<file path="src/rtl/sysid_check_pkg.sv">
// rtl/sysid_check_pkg.sv - shared state encoding and constants for the SysID boot checker
package sysid_check_pkg;

  typedef enum logic [2:0] {
    IDLE,
    RD_ID,
    RD_TS,
    CHECK,
    DONE
  } state_t;

  localparam logic SYSID_ADDR_ID = 1'b0;
  localparam logic SYSID_ADDR_TS = 1'b1;

  localparam int RETRY_W = 3;

endpackage

</file>
<file path="src/rtl/sysid_check_timer.sv">
// rtl/sysid_check_timer.sv - loadable 16-bit wait-cycle counter with expiry flag
module sysid_check_timer #(
  parameter int unsigned LIMIT = 255
) (
  input  logic clock,
  input  logic reset,
  input  logic load,
  input  logic enable,
  output logic expired
);

  logic [15:0] count;

  // Count consecutive stall cycles; load returns the counter to zero
  always_ff @(posedge clock or posedge reset) begin
    if (reset) begin
      count <= '0;
    end else if (load) begin
      count <= '0;
    end else if (enable) begin
      count <= count + 16'd1;
    end
  end

  // Flags the cycle that would make LIMIT stall cycles in a row
  assign expired = enable && (count == 16'(LIMIT - 1));

endmodule

</file>
<file path="src/rtl/sysid_check_ctrl.sv">
// rtl/sysid_check_ctrl.sv - boot-time SysID read/compare sequencer; optional SYSID_CHECK_TIMEOUT_EN
module sysid_check_ctrl
  import sysid_check_pkg::*;
#(
  parameter logic [31:0] EXPECTED_ID        = 32'd0,
  parameter logic [31:0] EXPECTED_TIMESTAMP = 32'd1425347263,
  parameter int unsigned MAX_RETRIES        = 3,
  parameter int unsigned TIMEOUT_CYCLES     = 255
) (
  input  logic                 clock,
  input  logic                 reset,
  input  logic                 start,
  output logic                 busy,
  output logic                 done,
  output logic                 pass,
  output logic                 id_ok,
  output logic                 ts_ok,
  output logic                 timeout,
  output logic [RETRY_W-1:0]   retry_count,
  output logic [31:0]          captured_id,
  output logic [31:0]          captured_ts,
  output logic                 avm_address,
  output logic                 avm_read,
  input  logic                 avm_waitrequest,
  input  logic [31:0]          avm_readdata
);

  localparam logic [RETRY_W-1:0] RETRY_LIMIT = RETRY_W'(MAX_RETRIES);

  state_t state;
  logic   stall_expired;

`ifdef SYSID_CHECK_TIMEOUT_EN
  logic stall;
  assign stall = avm_read & avm_waitrequest;

  // Counter restarts whenever the bus is not stalled, so each read gets a fresh budget
  sysid_check_timer #(
    .LIMIT (TIMEOUT_CYCLES)
  ) u_timer (
    .clock   (clock),
    .reset   (reset),
    .load    (~stall),
    .enable  (stall),
    .expired (stall_expired)
  );
`else
  logic unused_timeout_cfg;
  assign unused_timeout_cfg = ^TIMEOUT_CYCLES;
  assign stall_expired      = 1'b0;
`endif

  // Sequencer: issue both reads, compare, retry or report; every output is registered here
  always_ff @(posedge clock or posedge reset) begin
    if (reset) begin
      state       <= IDLE;
      busy        <= 1'b0;
      done        <= 1'b0;
      pass        <= 1'b0;
      id_ok       <= 1'b0;
      ts_ok       <= 1'b0;
      timeout     <= 1'b0;
      retry_count <= '0;
      captured_id <= '0;
      captured_ts <= '0;
      avm_address <= SYSID_ADDR_ID;
      avm_read    <= 1'b0;
    end else begin
      done <= 1'b0;
      case (state)
        IDLE: begin
          if (start) begin
            state       <= RD_ID;
            busy        <= 1'b1;
            pass        <= 1'b0;
            id_ok       <= 1'b0;
            ts_ok       <= 1'b0;
            timeout     <= 1'b0;
            retry_count <= '0;
            captured_id <= '0;
            captured_ts <= '0;
            avm_address <= SYSID_ADDR_ID;
            avm_read    <= 1'b1;
          end
        end
        RD_ID, RD_TS: begin
          if (!avm_waitrequest) begin
            if (state == RD_ID) begin
              captured_id <= avm_readdata;
              avm_address <= SYSID_ADDR_TS;
              state       <= RD_TS;
            end else begin
              captured_ts <= avm_readdata;
              avm_read    <= 1'b0;
              state       <= CHECK;
            end
          end else if (stall_expired) begin
            // A hung slave ends the check outright; retrying would hang again
            avm_read <= 1'b0;
            timeout  <= 1'b1;
            pass     <= 1'b0;
            id_ok    <= 1'b0;
            ts_ok    <= 1'b0;
            done     <= 1'b1;
            state    <= DONE;
          end
        end
        CHECK: begin
          id_ok <= (captured_id == EXPECTED_ID);
          ts_ok <= (captured_ts == EXPECTED_TIMESTAMP);
          if ((captured_id == EXPECTED_ID) && (captured_ts == EXPECTED_TIMESTAMP)) begin
            pass  <= 1'b1;
            done  <= 1'b1;
            state <= DONE;
          end else if (retry_count < RETRY_LIMIT) begin
            retry_count <= retry_count + 1'b1;
            avm_address <= SYSID_ADDR_ID;
            avm_read    <= 1'b1;
            state       <= RD_ID;
          end else begin
            pass  <= 1'b0;
            done  <= 1'b1;
            state <= DONE;
          end
        end
        DONE: begin
          busy  <= 1'b0;
          state <= IDLE;
        end
        default: begin
          busy     <= 1'b0;
          avm_read <= 1'b0;
          state    <= IDLE;
        end
      endcase
    end
  end

endmodule

</file>
<file path="config.mk">
export PLATFORM = sky130hd
export DESIGN_NAME = sysid_check_ctrl
export DESIGN_NICKNAME = d
export VERILOG_FILES = /design/src/rtl/sysid_check_pkg.sv /design/src/rtl/sysid_check_timer.sv /design/src/rtl/sysid_check_ctrl.sv
export SDC_FILE = /design/constraint.sdc
export NUM_CORES = 1
export LEC_CHECK = 0
export ABC_CLOCK_PERIOD_IN_PS = 4040
export CAP_MARGIN = 20
export CELL_PAD_IN_SITES_DETAIL_PLACEMENT = 1
export CELL_PAD_IN_SITES_GLOBAL_PLACEMENT = 1
export CORE_MARGIN = 3
export CORE_UTILIZATION = 33
export DETAILED_ROUTE_END_ITERATION = 6
export GPL_ROUTABILITY_DRIVEN = 0
export PLACE_DENSITY_LB_ADDON = 0.1
export SYNTH_ARGS = -nofsm -noshare
export SYNTH_HDL_FRONTEND = slang
export SYNTH_SLANG_ARGS = --single-unit
</file>
<file path="constraint.sdc">
create_clock -name clock -period 4.04 [get_ports clock]
set_input_delay 1.212 -clock clock [delete_from_list [all_inputs] [get_ports clock]]
set_output_delay 1.212 -clock clock [all_outputs]
set_load 0.02 [all_outputs]
</file>
==> flow_metrics.env <==
export IMPL_synth_distinct_cells=38
export IMPL_dp_hpwl_mm=6.83
export IMPL_vias_per_cell=4.89
export IMPL_cts_resized_gates=0
export IMPL_core_area_sq_um=9330
export IMPL_status="complete, no violations"
export IMPL_async_reset_ff_share_pct=100
export IMPL_max_cap_violations=0
export IMPL_grt_remaining_overflow=0
export IMPL_rsz0062_at_grt="false"
export IMPL_setup_tns_ps=0
export IMPL_clk_latency_ps=350
export IMPL_drtIter0Drc=46
export IMPL_worstSetupPathType="reg -> out"
export IMPL_port_buffers=109
export IMPL_cp_data_required_time_ps=2830
export IMPL_num_io_pins=111
export IMPL_antenna_left=0
export IMPL_vdd_ir_drop_worst_mv=0.303
export IMPL_worstMarginPinSlew_ps=711
export IMPL_die_h_um=105
export IMPL_hold_viol=0
export IMPL_hp_start="captured_id[12]$_DFFE_PP0P_"
export IMPL_track_usage_pct=17.6
export IMPL_finish_net_count=470
export IMPL_cpMaxStageDelayCell="clkdlybuf4s50_1"
export IMPL_synth_ff_type="dfrtp_1"
export IMPL_synth_edf_count=0
export IMPL_use_met1_pct=24.4
export IMPL_cts_buffers=9
export IMPL_netlist_area_sq_um=3210
export IMPL_grt_pass1_vias=2895
export IMPL_holdCritPathClass="reg -> reg"
export IMPL_h_tree_depth=3
export IMPL_post_cts_buffers=0
export IMPL_multi_input_area_sq_um=1190
export IMPL_crit_path_end="captured_ts[26]"
export IMPL_dieArea_sq_um=10900
export IMPL_grt_max_degree=66
export IMPL_crit_family="buffers and inverters"
export IMPL_cts_hold_fix_buffers=0
export IMPL_synth_top_cell_area_share_pct=60.0
export IMPL_worst_r2r_cell_count=5
export IMPL_synth_largest_area_cell="dfrtp_1"
export IMPL_seqCellArea_sq_um=1930
export IMPL_crit_cells=1
export IMPL_fillCellCount=1054
export IMPL_cts_root_buf="clkbuf_8"
export IMPL_die_x_um=105
export IMPL_stdcell_area_sq_um=4640
export IMPL_clock_fmax_ghz=0.381
export IMPL_first_pass_iters=4
export IMPL_critPathMaxStageDelay_ps=640
export IMPL_holdPathStages=2
export IMPL_synthToLayoutAreaGrowth_pct=44.7
export IMPL_clk_pin_slew_ps=80
export IMPL_dpl_cell_area_sq_um=4420
export IMPL_r2r_slack_ps=1870
export IMPL_period_share_pct=64.9
export IMPL_ys_seq_area_share_pct=60.0
export IMPL_drc=0
export IMPL_path_cells="clkdlybuf4s50_1"
export IMPL_grt_use_met3_pct=3.40
export IMPL_start_kind="register"
export IMPL_drt_wirelength_per_cell_um=16.6
export IMPL_grt_pass1_wl_mm=15.3
export IMPL_synth_seq_cells=77
export IMPL_path_max_fanout=3
export IMPL_rows=35
export IMPL_start_util_pct=34.4
export IMPL_synthCells=330
export IMPL_cts_buffer_depth=2
export IMPL_critPathBufInv=1
export IMPL_grtUsageMet2_pct=27.5
export IMPL_grt_most_used_layer="met2"
export IMPL_routed_wl_mm=9.42
export IMPL_syn_avg_cell_area_sq_um=9.73
export IMPL_via_count=2770
export IMPL_pwr_density_cell_nw_per_um2=807
export IMPL_cts_num_sinks=77
export IMPL_critPathCaptureType="primary output"
export IMPL_p_leak_uw=0.00200
export IMPL_synth_nets=367
export IMPL_yosys_warnings=0
export IMPL_slew_headroom_pct=52.6
export IMPL_synth_area_top_cells="dfrtp_1, nand2_1, o21ai_0, clkbuf_1, nor4_2"
export IMPL_critPathLaunch="captured_ts[26]$_DFFE_PP0P_"
export IMPL_ys_top_cells_by_count="nand2_1, dfrtp_1, o21ai_0"
export IMPL_period_minus_slack_ps=2620
export IMPL_critPathArrivalTime_ps=1410
export IMPL_finClkSkew_ps=11.1
export IMPL_synth_most_common_cell="nand2_1"
export IMPL_r2r_end="retry_count[1]$_DFFE_PP0P_"
export IMPL_cts_tree="done"
export IMPL_drv_slew=0
export IMPL_reg2reg_from="captured_id[0]$_DFFE_PP0P_"
export IMPL_antenna_found_initial=0
export IMPL_setup_violations=0
export IMPL_drive_gt1_share_pct=7.76
export IMPL_antenna_cells=0
==> layout make-up <==
class	count	share of cell area (%)
Sequential cell	77	41.5
Multi-Input combinational cell	230	25.6
Timing Repair Buffer	113	24.4
Tap cell	129	3.48
Clock buffer	10	2.96
Clock inverter	6	1.86
Inverter	2	0.189
==> flip-flops by register name, summed over array words and instances, names as in the netlist <==
| register | flops |
|---|---|
| captured_id | 32 |
| captured_ts | 32 |
| retry_count | 3 |
| state | 3 |
| avm_address | 1 |
| avm_read | 1 |
| busy | 1 |
| done | 1 |
| id_ok | 1 |
| pass | 1 |
| ts_ok | 1 |
==> metrics by stage <==
step	instances	hold slack, ps	setup slack [ps]	total power [uW]	util, %
after global routing	567	541	1350	4030	49.8
after floorplan	330	594	861	2300	-
after CTS	567	521	1390	3800	49.8
final	567	515	1420	3750	49.8
after global placement	551	492	1200	3080	47.4
after detailed placement	551	502	1150	3130	47.4
==> cells in the final DEF, fill, tap and decap left out, types with 2 or more instances in the layout <==
cell,count
a21oi_1,5
and4b_1,3
buf_4,3
bufinv_16,2
clkbuf_8,10
clkdlybuf4s50_1,109
clkinv_2,3
dfrtp_1,77
mux2i_1,2
nand2_1,102
nand3_1,2
nand4_1,3
nor2_1,8
nor2_2,2
nor4_1,4
nor4_2,4
nor4bb_1,4
o211ai_1,2
o21ai_0,59
o21ai_1,9
o31ai_1,2
or2_2,2
==> worst min path at each step <==
stage                                  endpoint  slack [ps]
floorplan                      busy$_DFFE_PP0P_         590
global placement     captured_id[6]$_DFFE_PP0P_         490
detailed placement             pass$_DFFE_PP0P_         500
CTS                            pass$_DFFE_PP0P_         520
global route                   pass$_DFFE_PP0P_         540
finish              captured_id[12]$_DFFE_PP0P_         520
==> report_power, final <==
part	internal, uW	leakage, uW	switching, uW	total [uW]
Combinational	732	0.000885	1050	1780
Clock	364	0.000112	291	655
Sequential	1040	0.00100	270	1310
==> per-layer routing <==
metal	wire length [um]	part of all wire, %
met1	4470	47
met2	4320	46
met3	525	5.6
met4	98	1.0
met5	0	0
==> logic make-up after synthesis <==
| family | count (synthesis) | share of synthesized area [%] |
|---|---|---|
| and+or+nand+nor | 139 | 20.7 |
| AOI/OAI and AO/OA | 85 | 14.4 |
| DFF | 77 | 60.0 |
| buffers and inverters | 23 | 2.96 |
| muxes | 3 | 1.09 |
| adders and majority gates | 1 | 0.390 |
| other | 1 | 0.117 |
| xor gates and xnor gates | 1 | 0.273 |
==> tightest hold or removal path: stages (launching register included) <==
cell,delay (ps)
dfrtp_1,370
nand2_1,50
o21ai_0,60
Note: power is estimated with default switching activity, not from simulation.
